<file path="config.mk">
export PLATFORM = sky130hd
export DESIGN_NAME = cog_vcap
export DESIGN_NICKNAME = d
export VERILOG_FILES = /design/src/rtl/cog_vcap_pkg.sv /design/src/rtl/cog_vcap_match.sv /design/src/rtl/cog_vcap.sv
export SDC_FILE = /design/constraint.sdc
export NUM_CORES = 1
export LEC_CHECK = 0
export ABC_CLOCK_PERIOD_IN_PS = 5900
export CORE_MARGIN = 2
export CORE_UTILIZATION = 54
export CTS_CLUSTER_SIZE = 24
export DETAILED_ROUTE_END_ITERATION = 8
export PLACE_DENSITY = 0.89
export SLEW_MARGIN = 20
export SYNTH_ARGS = -nofsm -noshare
export SYNTH_HDL_FRONTEND = slang
export SYNTH_HIERARCHICAL = 1
export SYNTH_SLANG_ARGS = --single-unit
</file>
<file path="constraint.sdc">
create_clock -name clk_cog -period 5.9 [get_ports clk_cog]
set_clock_uncertainty 0.15 [all_clocks]
set_input_delay 1.18 -clock clk_cog [delete_from_list [all_inputs] [get_ports clk_cog]]
set_output_delay 1.18 -clock clk_cog [all_outputs]
set_load 0.01 [all_outputs]
</file>
<file path="src/rtl/cog_vcap_pkg.sv">
// rtl/cog_vcap_pkg.sv - cog video-capture shared field positions, encodings and states
package cog_vcap_pkg;

    localparam int CFG_EN_HI   = 30;
    localparam int CFG_EN_LO   = 29;
    localparam int CFG_MODE    = 28;
    localparam int CFG_GRP_HI  = 10;
    localparam int CFG_GRP_LO  = 9;
    localparam int CFG_MASK_HI = 7;
    localparam int CFG_MASK_LO = 0;

    localparam int SCL_PIX_HI  = 19;
    localparam int SCL_PIX_LO  = 12;
    localparam int SCL_WORD_HI = 11;
    localparam int SCL_WORD_LO = 0;

    typedef enum logic {
        MODE_1BIT = 1'b0,
        MODE_2BIT = 1'b1
    } mode_e;

    typedef enum logic {
        ST_IDLE = 1'b0,
        ST_RUN  = 1'b1
    } state_e;

endpackage

</file>
<file path="src/rtl/cog_vcap_match.sv">
// rtl/cog_vcap_match.sv - combinational palette/mask comparator returning lowest matching index
module cog_vcap_match
    import cog_vcap_pkg::*;
(
    input  logic [31:0] palette,
    input  logic [7:0]  mask,
    input  logic [7:0]  sample,
    output logic [1:0]  idx,
    output logic        hit
);

    // Scan from the top entry down so the lowest matching entry wins.
    always_comb begin
        idx = 2'd0;
        hit = 1'b0;
        for (int k = 3; k >= 0; k--) begin
            if ((palette[8*k +: 8] & mask) == sample) begin
                idx = 2'(k);
                hit = 1'b1;
            end
        end
    end

endmodule

</file>
<file path="src/rtl/cog_vcap.sv">
// rtl/cog_vcap.sv - cog video capture: samples a masked pin byte, palette-matches and packs pixel words
module cog_vcap
    import cog_vcap_pkg::*;
(
    input  logic        clk_cog,
    input  logic        nres,
    input  logic        setcfg,
    input  logic        setscl,
    input  logic [31:0] data,
    input  logic [31:0] pin_in,
    input  logic [31:0] palette,
    input  logic        rdack,
    output logic [31:0] word_out,
    output logic        valid,
    output logic        ovf,
    output logic        miss
);

    logic [1:0]  cfg_en;
    mode_e       cfg_mode;
    logic [1:0]  cfg_grp;
    logic [7:0]  cfg_mask;
    logic [19:0] scl;
    logic [7:0]  cnt;
    logic [11:0] set;
    logic [31:0] pix;
    state_e      state;

    logic        en_next;
    logic [7:0]  pin_byte;
    logic [7:0]  sample;
    logic [1:0]  idx;
    logic        hit;
    logic        strobe;
    logic        word_end;
    logic [31:0] pix_shift;
    logic [31:0] pix_cap;
    logic        unused_data;

    assign unused_data = ^{data[31], data[27:20]};

    // A disabling setcfg must drop to IDLE at the same edge it is written.
    assign en_next  = setcfg ? (data[CFG_EN_HI:CFG_EN_LO] != 2'd0) : (cfg_en != 2'd0);

    assign pin_byte = pin_in[{cfg_grp, 3'b000} +: 8];
    assign sample   = pin_byte & cfg_mask;

    cog_vcap_match u_match (
        .palette (palette),
        .mask    (cfg_mask),
        .sample  (sample),
        .idx     (idx),
        .hit     (hit)
    );

    assign strobe    = (state == ST_RUN) && (cnt == 8'd1);
    assign word_end  = (state == ST_RUN) && (set == 12'd1);
    assign pix_shift = (cfg_mode == MODE_2BIT) ? {idx, pix[31:2]} : {idx[0], pix[31:1]};
    assign pix_cap   = strobe ? pix_shift : pix;

    always_ff @(posedge clk_cog or negedge nres) begin
        if (!nres) begin
            cfg_en   <= 2'd0;
            cfg_mode <= MODE_1BIT;
            cfg_grp  <= 2'd0;
            cfg_mask <= 8'd0;
            scl      <= 20'd0;
            cnt      <= 8'd0;
            set      <= 12'd0;
            pix      <= 32'd0;
            word_out <= 32'd0;
            valid    <= 1'b0;
            ovf      <= 1'b0;
            miss     <= 1'b0;
            state    <= ST_IDLE;
        end else begin
            if (setcfg) begin
                cfg_en   <= data[CFG_EN_HI:CFG_EN_LO];
                cfg_mode <= mode_e'(data[CFG_MODE]);
                cfg_grp  <= data[CFG_GRP_HI:CFG_GRP_LO];
                cfg_mask <= data[CFG_MASK_HI:CFG_MASK_LO];
            end
            if (setscl) begin
                scl <= data[19:0];
            end

            if (valid && rdack) begin
                valid <= 1'b0;
            end

            case (state)
                ST_IDLE: begin
                    if (en_next) begin
                        state <= ST_RUN;
                        cnt   <= scl[SCL_PIX_HI:SCL_PIX_LO];
                        set   <= scl[SCL_WORD_HI:SCL_WORD_LO];
                        pix   <= 32'd0;
                    end
                end
                ST_RUN: begin
                    if (!en_next) begin
                        // Counters hold; partial word is dropped.
                        state <= ST_IDLE;
                        pix   <= 32'd0;
                    end else begin
                        cnt <= (cnt == 8'd1)  ? scl[SCL_PIX_HI:SCL_PIX_LO]   : cnt - 8'd1;
                        set <= (set == 12'd1) ? scl[SCL_WORD_HI:SCL_WORD_LO] : set - 12'd1;
                        if (strobe && !hit) begin
                            miss <= 1'b1;
                        end
                        if (word_end) begin
                            word_out <= pix_cap;
                            pix      <= 32'd0;
                            valid    <= 1'b1;
                            if (valid && !rdack) begin
                                ovf <= 1'b1;
                            end
                        end else begin
                            pix <= pix_cap;
                        end
                    end
                end
                default: state <= ST_IDLE;
            endcase

            if (setcfg) begin
                ovf  <= 1'b0;
                miss <= 1'b0;
            end
        end
    end

endmodule

</file>
==> flow_metrics.tcl, run 1 <==
set metrics [dict create \
    outcome "finished clean" \
    synth-seq-area-share_pct 44.7 \
    nets 798 \
    clockBufferDepth 2 \
    first_pass_iters 5 \
    clk_pin_slew_worst_paths_ns 0.05 \
    post_drt_wl_per_cell_um 19.3 \
    coreArea_mm2 0.0121 \
    hold_path_class "register to register" \
    hold_viol 0 \
    grt_usage_pct 25.8 \
    worstPathArrival_ns 4.26 \
    drive_gt1_share_pct 22.8 \
    crit_path_end_kind "register" \
    post_cts_buffers 0 \
    cts_hold_buf 0 \
    fp.dieH_um 116 \
    critPathLaunch "setcfg" \
    drv_slew 0 \
    htreeDepth 4 \
    yosys.area.top_type "dfrtp_1" \
    p_leak_nw 3.89 \
    yosys-mux-area-fraction_pct 24.9 \
    critPathBufInv 3 \
    maxCapViolCount 0 \
    max_stage_delay_ns 0.63 \
    antenna_found_initial 0 \
    die_width_um 116 \
    initial_core_util_pct 55.9 \
    syn-num-nets 679 \
    synth_compound_gate_area_share_pct 15.1 \
    root_buffer "clkbuf_16" \
    synth_xor_area_share_pct 0 \
    die_area_mm2 0.0134 \
    insertion_delay_ns 0.41 \
    finalCriticalPeriod_ns 4.09 \
    fmax_mhz 244 \
    seqPwrFrac_pct 40.0 \
    portBuffers 126 \
    slowest_stage "nand2_1" \
    slew_headroom_pct 28.1 \
    r2r_start "cfg_grp[0]" \
    fin_crit_sh_pct 69.4 \
    routabilityCongestion 0.903 \
    path_cells "clkdlybuf4s50_1 > buf_4 > or3b_2 > nand2_1 > inv_1 > and4_1 > nor4_2" \
    switching_share_pct 27.4 \
    ant_nets 0 \
    avgSynthCellArea_um2 11.8 \
    cp_top_family "simple AND/OR/NAND/NOR gates" \
    synth.top_cells.by_area "dfrtp_1 (45%), mux2_2 (16%), mux2_1 (5.0%)" \
    worst_slew_pin_slew_ns 1.08 \
    setup_viol 0 \
    dpl.hpwl_um 11100 \
    viasPerCell 6.15 \
    yosys_warnings 6 \
    num_vias 5371 \
    drt_iter0_drc 400 \
    vdd.ir_drop.worst_v 0.000227 \
    crit_required_ns 6.06 \
    power.switching_uw 704 \
    hold_start "word_out[17]" \
    netlist-cell-type-count 59 \
    async_flop_share_pct 100 \
    power_density_mw_per_mm2 294 \
    cts_resized 0 \
    synthesis.area_mm2 0.00677 \
    p_int_mw 1.86 \
    power_mw 2.57 \
    synth_edf_count 0 \
    grt_pass1_vias 5429 \
    p_comb_share_pct 18.4 \
    cts_buffers 17 \
    cts_sinks 121 \
    synthFlopType "dfrtp_1" \
    syn_inst 574 \
    synthAdderAreaFrac_pct 0.740 \
    synth_top_area_share_pct 44.7 \
    finalSetupTns_ns 0 \
    cts_tree "built" \
    drc 0 \
    grt_max_degree 75 \
    pwr-share-clk_pct 41.6 \
    gr-total-overflow 0 \
    critPathLaunchType "input port" \
    area_growth_pct 29.0 \
    ys_seq_elements 121 \
    synthSimpleGateAreaFrac_pct 11.2 \
    wirelength_um 16900 \
    crit_fanout 25 \
    grt_pass1_wl_um 26900 \
    path_class "input port to register" \
    rsz0062_at_grt "no" \
    pin_count 136 \
    synth_top_family_by_area "multiplexers" \
    rows 40 \
    diodes 0 \
]
==> worst reg2reg max path, cell delays in order (launching register included) <==
cell	delay [ns]
dfrtp_1	0.70
mux4_2	0.58
and2_1	0.26
a21o_2	0.21
a211oi_1	0.32
nand4_1	0.22
a21boi_2	0.24
mux2_2	0.29
mux2_2	0.28
mux2_1	0.31
==> registers in the layout (all words and copies together), names as in the netlist, 2 cells and up <==
signal,cells
pix,32
word_out,32
scl,20
set,12
cnt,8
cfg_mask,8
cfg_grp,2
cfg_en,2
==> final timing paths <==
path | end | slack [ns] | cells after the start
max | set[9] | 1.81 | 7
min | word_out[17] | 0.33 | 1
max reg2reg | word_out[31] | 2.23 | 9
min reg2reg | word_out[17] | 0.33 | 1
max in group asynchronous | word_out[2] | 3.65 | 2
min in group asynchronous | word_out[17] | 0.77 | 1
==> cells in the mapped netlist (5+ instances only) <==
library cell / n
dfrtp_1: 121
mux2_2: 99
a22o_1: 33
a21oi_1: 32
mux2_1: 30
nand3_1: 19
and3_1: 18
nand2_1: 15
o21ai_0: 15
buf_2: 13
clkbuf_1: 13
nand4_1: 13
inv_1: 10
a2bb2oi_1: 9
and2_1: 9
nor2_1: 9
a211oi_1: 8
a21boi_0: 8
and3b_1: 8
mux4_2: 8
o22a_1: 8
a21o_1: 6
nor3_1: 6
mux2i_1: 5
==> through the flow <==
step / util [%] / setup WS, ns / cells / instance area [µm²] / hold slack (ns)
after global placement: 67.1 / 1.47 / 842 / 8130 / 0.319
after global routing: 72.1 / 1.57 / 873 / 8730 / 0.354
final: 72.1 / 1.81 / 873 / 8730 / 0.333
after CTS: 72.1 / 1.84 / 873 / 8730 / 0.338
after detailed placement: 67.1 / 1.40 / 842 / 8130 / 0.326
after floorplan: - / 2.25 / 574 / 6770 / 0.319
==> placed cells by master, fill, tap and decap left out, types with 3 or more instances in the layout <==
cell type,netlist,routed
a211oi_1,8,8
a21boi_0,8,8
a21o_1,6,6
a21o_2,3,3
a21oi_1,32,32
a22o_1,33,33
a2bb2oi_1,9,9
and2_1,9,9
and3_1,18,18
and3b_1,8,8
buf_4,3,9
bufinv_16,0,4
clkbuf_1,13,4
clkbuf_16,0,17
clkdlybuf4s50_1,0,125
clkinv_2,0,4
dfrtp_1,121,121
ha_1,4,4
inv_1,10,10
mux2_1,30,30
mux2_2,99,99
mux2i_1,5,5
mux4_2,8,8
nand2_1,15,15
nand3_1,19,19
nand4_1,13,13
nor2_1,9,9
nor3_1,6,6
o211ai_1,4,4
o21ai_0,15,15
o22a_1,8,8
or3_1,4,4
==> area by class of cell <==
cell class                 count  area (µm²)
clock buffer                  22         454
clock inverter                 9         148
fill                         850        3380
inverter                      11        41.3
multi-input combinational    408        3530
sequential                   121        3030
tap                          168         210
timing repair buffer         134        1320
==> power groups by stage <==
stage                     combinational [mW]  clock (mW)  sequential [mW]
final                                  0.473        1.07             1.03
after global routing                   0.519        1.11             1.04
after CTS                              0.471        1.08             1.02
after detailed placement               0.463           0             1.03
after global placement                 0.443           0             1.03
after floorplan                        0.330           0            0.996
==> cells by family (layout without fill, tap and decap cells) <==
kind of cell,count (synthesis),count (layout)
muxes,142,142
AOI/OAI and AO/OA,140,140
buffers and inverters,45,176
and+or+nand+nor,122,122
DFF,121,121
adders and majority gates,4,4
==> per-layer routing <==
| metal | track usage, % | wire (µm) | part of all wire [%] | vias to the layer above |
|---|---|---|---|---|
| met2 | 44.6 | 8410 | 50 | 225 |
| li1 | - | - | - | 2448 |
| met3 | 6.28 | 1170 | 6.9 | 38 |
| met1 | 31.6 | 6910 | 41 | 2660 |
| met5 | 0 | 0 | 0 | - |
| met4 | 9.52 | 383 | 2.3 | 0 |
(Power assumes the default switching activity.)
==> run 2: changes to the inputs <==
--- a/config.mk
+++ b/config.mk
@@ -5,12 +5,12 @@
 export SDC_FILE = /design/constraint.sdc
 export NUM_CORES = 1
 export LEC_CHECK = 0
-export ABC_CLOCK_PERIOD_IN_PS = 5900
+export ABC_CLOCK_PERIOD_IN_PS = 3460
 export CORE_MARGIN = 2
-export CORE_UTILIZATION = 54
+export CORE_UTILIZATION = 47
 export CTS_CLUSTER_SIZE = 24
 export DETAILED_ROUTE_END_ITERATION = 8
-export PLACE_DENSITY = 0.89
+export PLACE_DENSITY = 0.83
 export SLEW_MARGIN = 20
 export SYNTH_ARGS = -nofsm -noshare
 export SYNTH_HDL_FRONTEND = slang
==> constraint.sdc (replaced) <==
create_clock -name clk_cog -period 3.46 [get_ports clk_cog]
set_clock_uncertainty 0.15 [all_clocks]
set_input_delay 0.692 -clock clk_cog [delete_from_list [all_inputs] [get_ports clk_cog]]
set_output_delay 0.692 -clock clk_cog [all_outputs]
set_load 0.01 [all_outputs]
==> flow_metrics.tcl, run 2 (synthesis gave the netlist of run 1 again) <==
set metrics [dict create \
    ant_nets 0 \
    nets 807 \
    slew_headroom_pct 28.7 \
    rr_endpoint "word_out[30]" \
    initial_core_util_pct 48.4 \
    grt_usage_pct 22.1 \
    drv_slew 0 \
    insertion_delay_ns 0.41 \
    placed_cell_area_mm2 0.00822 \
    portBuffers 126 \
    antenna_found_initial 1 \
    viasPerCell 5.99 \
    final_cell_count_no_fill 894 \
    power_mw 4.32 \
    fp.dieH_um 124 \
    worstRegToRegCells 11 \
    final_area_mm2 0.00883 \
    grt_pass1_vias 5473 \
    post_cts_buffers 0 \
    drc 0 \
    worst_slew_pin_slew_ns 1.07 \
    coreArea_mm2 0.0140 \
    worstPathArrival_ns 3.47 \
    crit_cells 10 \
    drt_iter0_drc 262 \
    layout_commonest_cell "clkdlybuf4s50_1" \
    first_pass_iters 5 \
    crit_required_ns 3.60 \
    critPathBufInv 1 \
    r2r_start "cfg_grp[0]" \
    grt_max_degree 76 \
    cts_buffers 17 \
    power_density_mw_per_mm2 490 \
    final_cell_mix "clkdlybuf4s50_1 (125), dfrtp_1 (120), mux2_2 (99)" \
    hold_viol 0 \
    vdd.ir_drop.worst_v 0.000345 \
    htreeDepth 4 \
    setup_viol 0 \
    gr-total-overflow 0 \
    dpl.hpwl_um 11200 \
    cp_common_cell "mux2_2" \
    fill_cells 1072 \
    post_drt_wl_per_cell_um 18.6 \
    crit_path_end_kind "register" \
    path_class "input port to register" \
    grt_pass1_wl_um 26700 \
    max_stage_delay_ns 0.45 \
    hold_path_class "input port to asynchronous set/reset pin" \
    die_area_mm2 0.0154 \
    slowest_stage "mux4_2" \
    post-place-cells 863 \
    num_vias 5352 \
    path_cells "clkdlybuf4s50_1 > mux4_2 > and2_1 > a21o_2 > a211oi_1 > nand4_1 > a21boi_2 > mux2_2 > mux2_2 > mux2_1" \
    critPathLaunch "pin_in[15]" \
    reg_top3 "pix (32), word_out (32), scl (20)" \
    worst_hold_slack_ns 0.139 \
    pin_count 136 \
    critPathLaunchType "input port" \
    endpoint "word_out[30]" \
    rrSetupSlack_ns 0.20 \
    fin_crit_sh_pct 96.2 \
    area_growth_pct 30.5 \
    cp_top_family "multiplexers" \
    fmax_mhz 300 \
    cts_tree "built" \
    cts_sinks 121 \
    maxCapViolCount 0 \
    crit_fanout 8 \
    drive_gt1_share_pct 24.7 \
    wirelength_um 16600 \
    root_buffer "clkbuf_16" \
    p_leak_nw 3.94 \
    die_width_um 124 \
    outcome "finished clean" \
    clk_pin_slew_worst_paths_ns 0.06 \
    clockBufferDepth 2 \
    finalCriticalPeriod_ns 3.33 \
    routabilityCongestion 0.871 \
    rows 43 \
]
-- run 2: changes by cell type in the layout (fill, tap and decap cells not counted), sizes merged --
cell	change
buf	+9
bufinv	-2
clkbuf	+1
diode	+1
-- run 2: through the flow --
stage / setup TNS [ns] / utilization, % / setup slack (ns)
floorplan: 0 / - / 0.131
global placement: -0.637 / 58.8 / -0.301
detailed placement: -0.791 / 58.8 / -0.352
CTS: 0 / 63.0 / 0.0635
global route: -0.0190 / 63.1 / -0.0190
finish: 0 / 63.1 / 0.131
-- run 2: how the worst min path moves through the flow --
| stage | cells after the start | slack [ns] | end | from |
|---|---|---|---|---|
| after CTS | 1 | 0.15 | word_out[5] | nres |
| after global routing | 1 | 0.18 | word_out[3] | nres |
| final | 1 | 0.14 | word_out[5] | nres |
| after floorplan | 0 | 0.25 | cfg_en[0] | nres |
| after global placement | 1 | 0.32 | word_out[1] | word_out[1] |
| after detailed placement | 1 | 0.33 | word_out[15] | word_out[15] |
-- run 2: area by class of cell --
type                    instances  area (µm²)  area share (%)
diodes                          1        2.50          0.0283
clock buffers                  23         498            5.64
clock inverters                 7        91.3            1.03
inverters                      11        41.3           0.468
multi-input cells             408        3540            40.1
flip-flops and latches        121        3030            34.3
well taps                     180         225            2.55
repair buffers                143        1400            15.8
-- run 2: timing repair --
action / CTS / global route
hold buffers: 0 / 0
setup endpoints to repair: 0 / 2
gates resized for setup: 0 / 4
-- run 2: routing by layer --
layer	GRT usage, %	share of wire, %
met1	27.4	42
met5	0	0
met2	37.6	50
met4	8.43	1.9
met3	5.22	6.6
-- run 2: power breakdown --
group / total (mW) / internal (mW) / switching, mW
clock network: 1.75 / 1.14 / 0.604
registers: 1.75 / 1.56 / 0.196
logic: 0.823 / 0.424 / 0.399
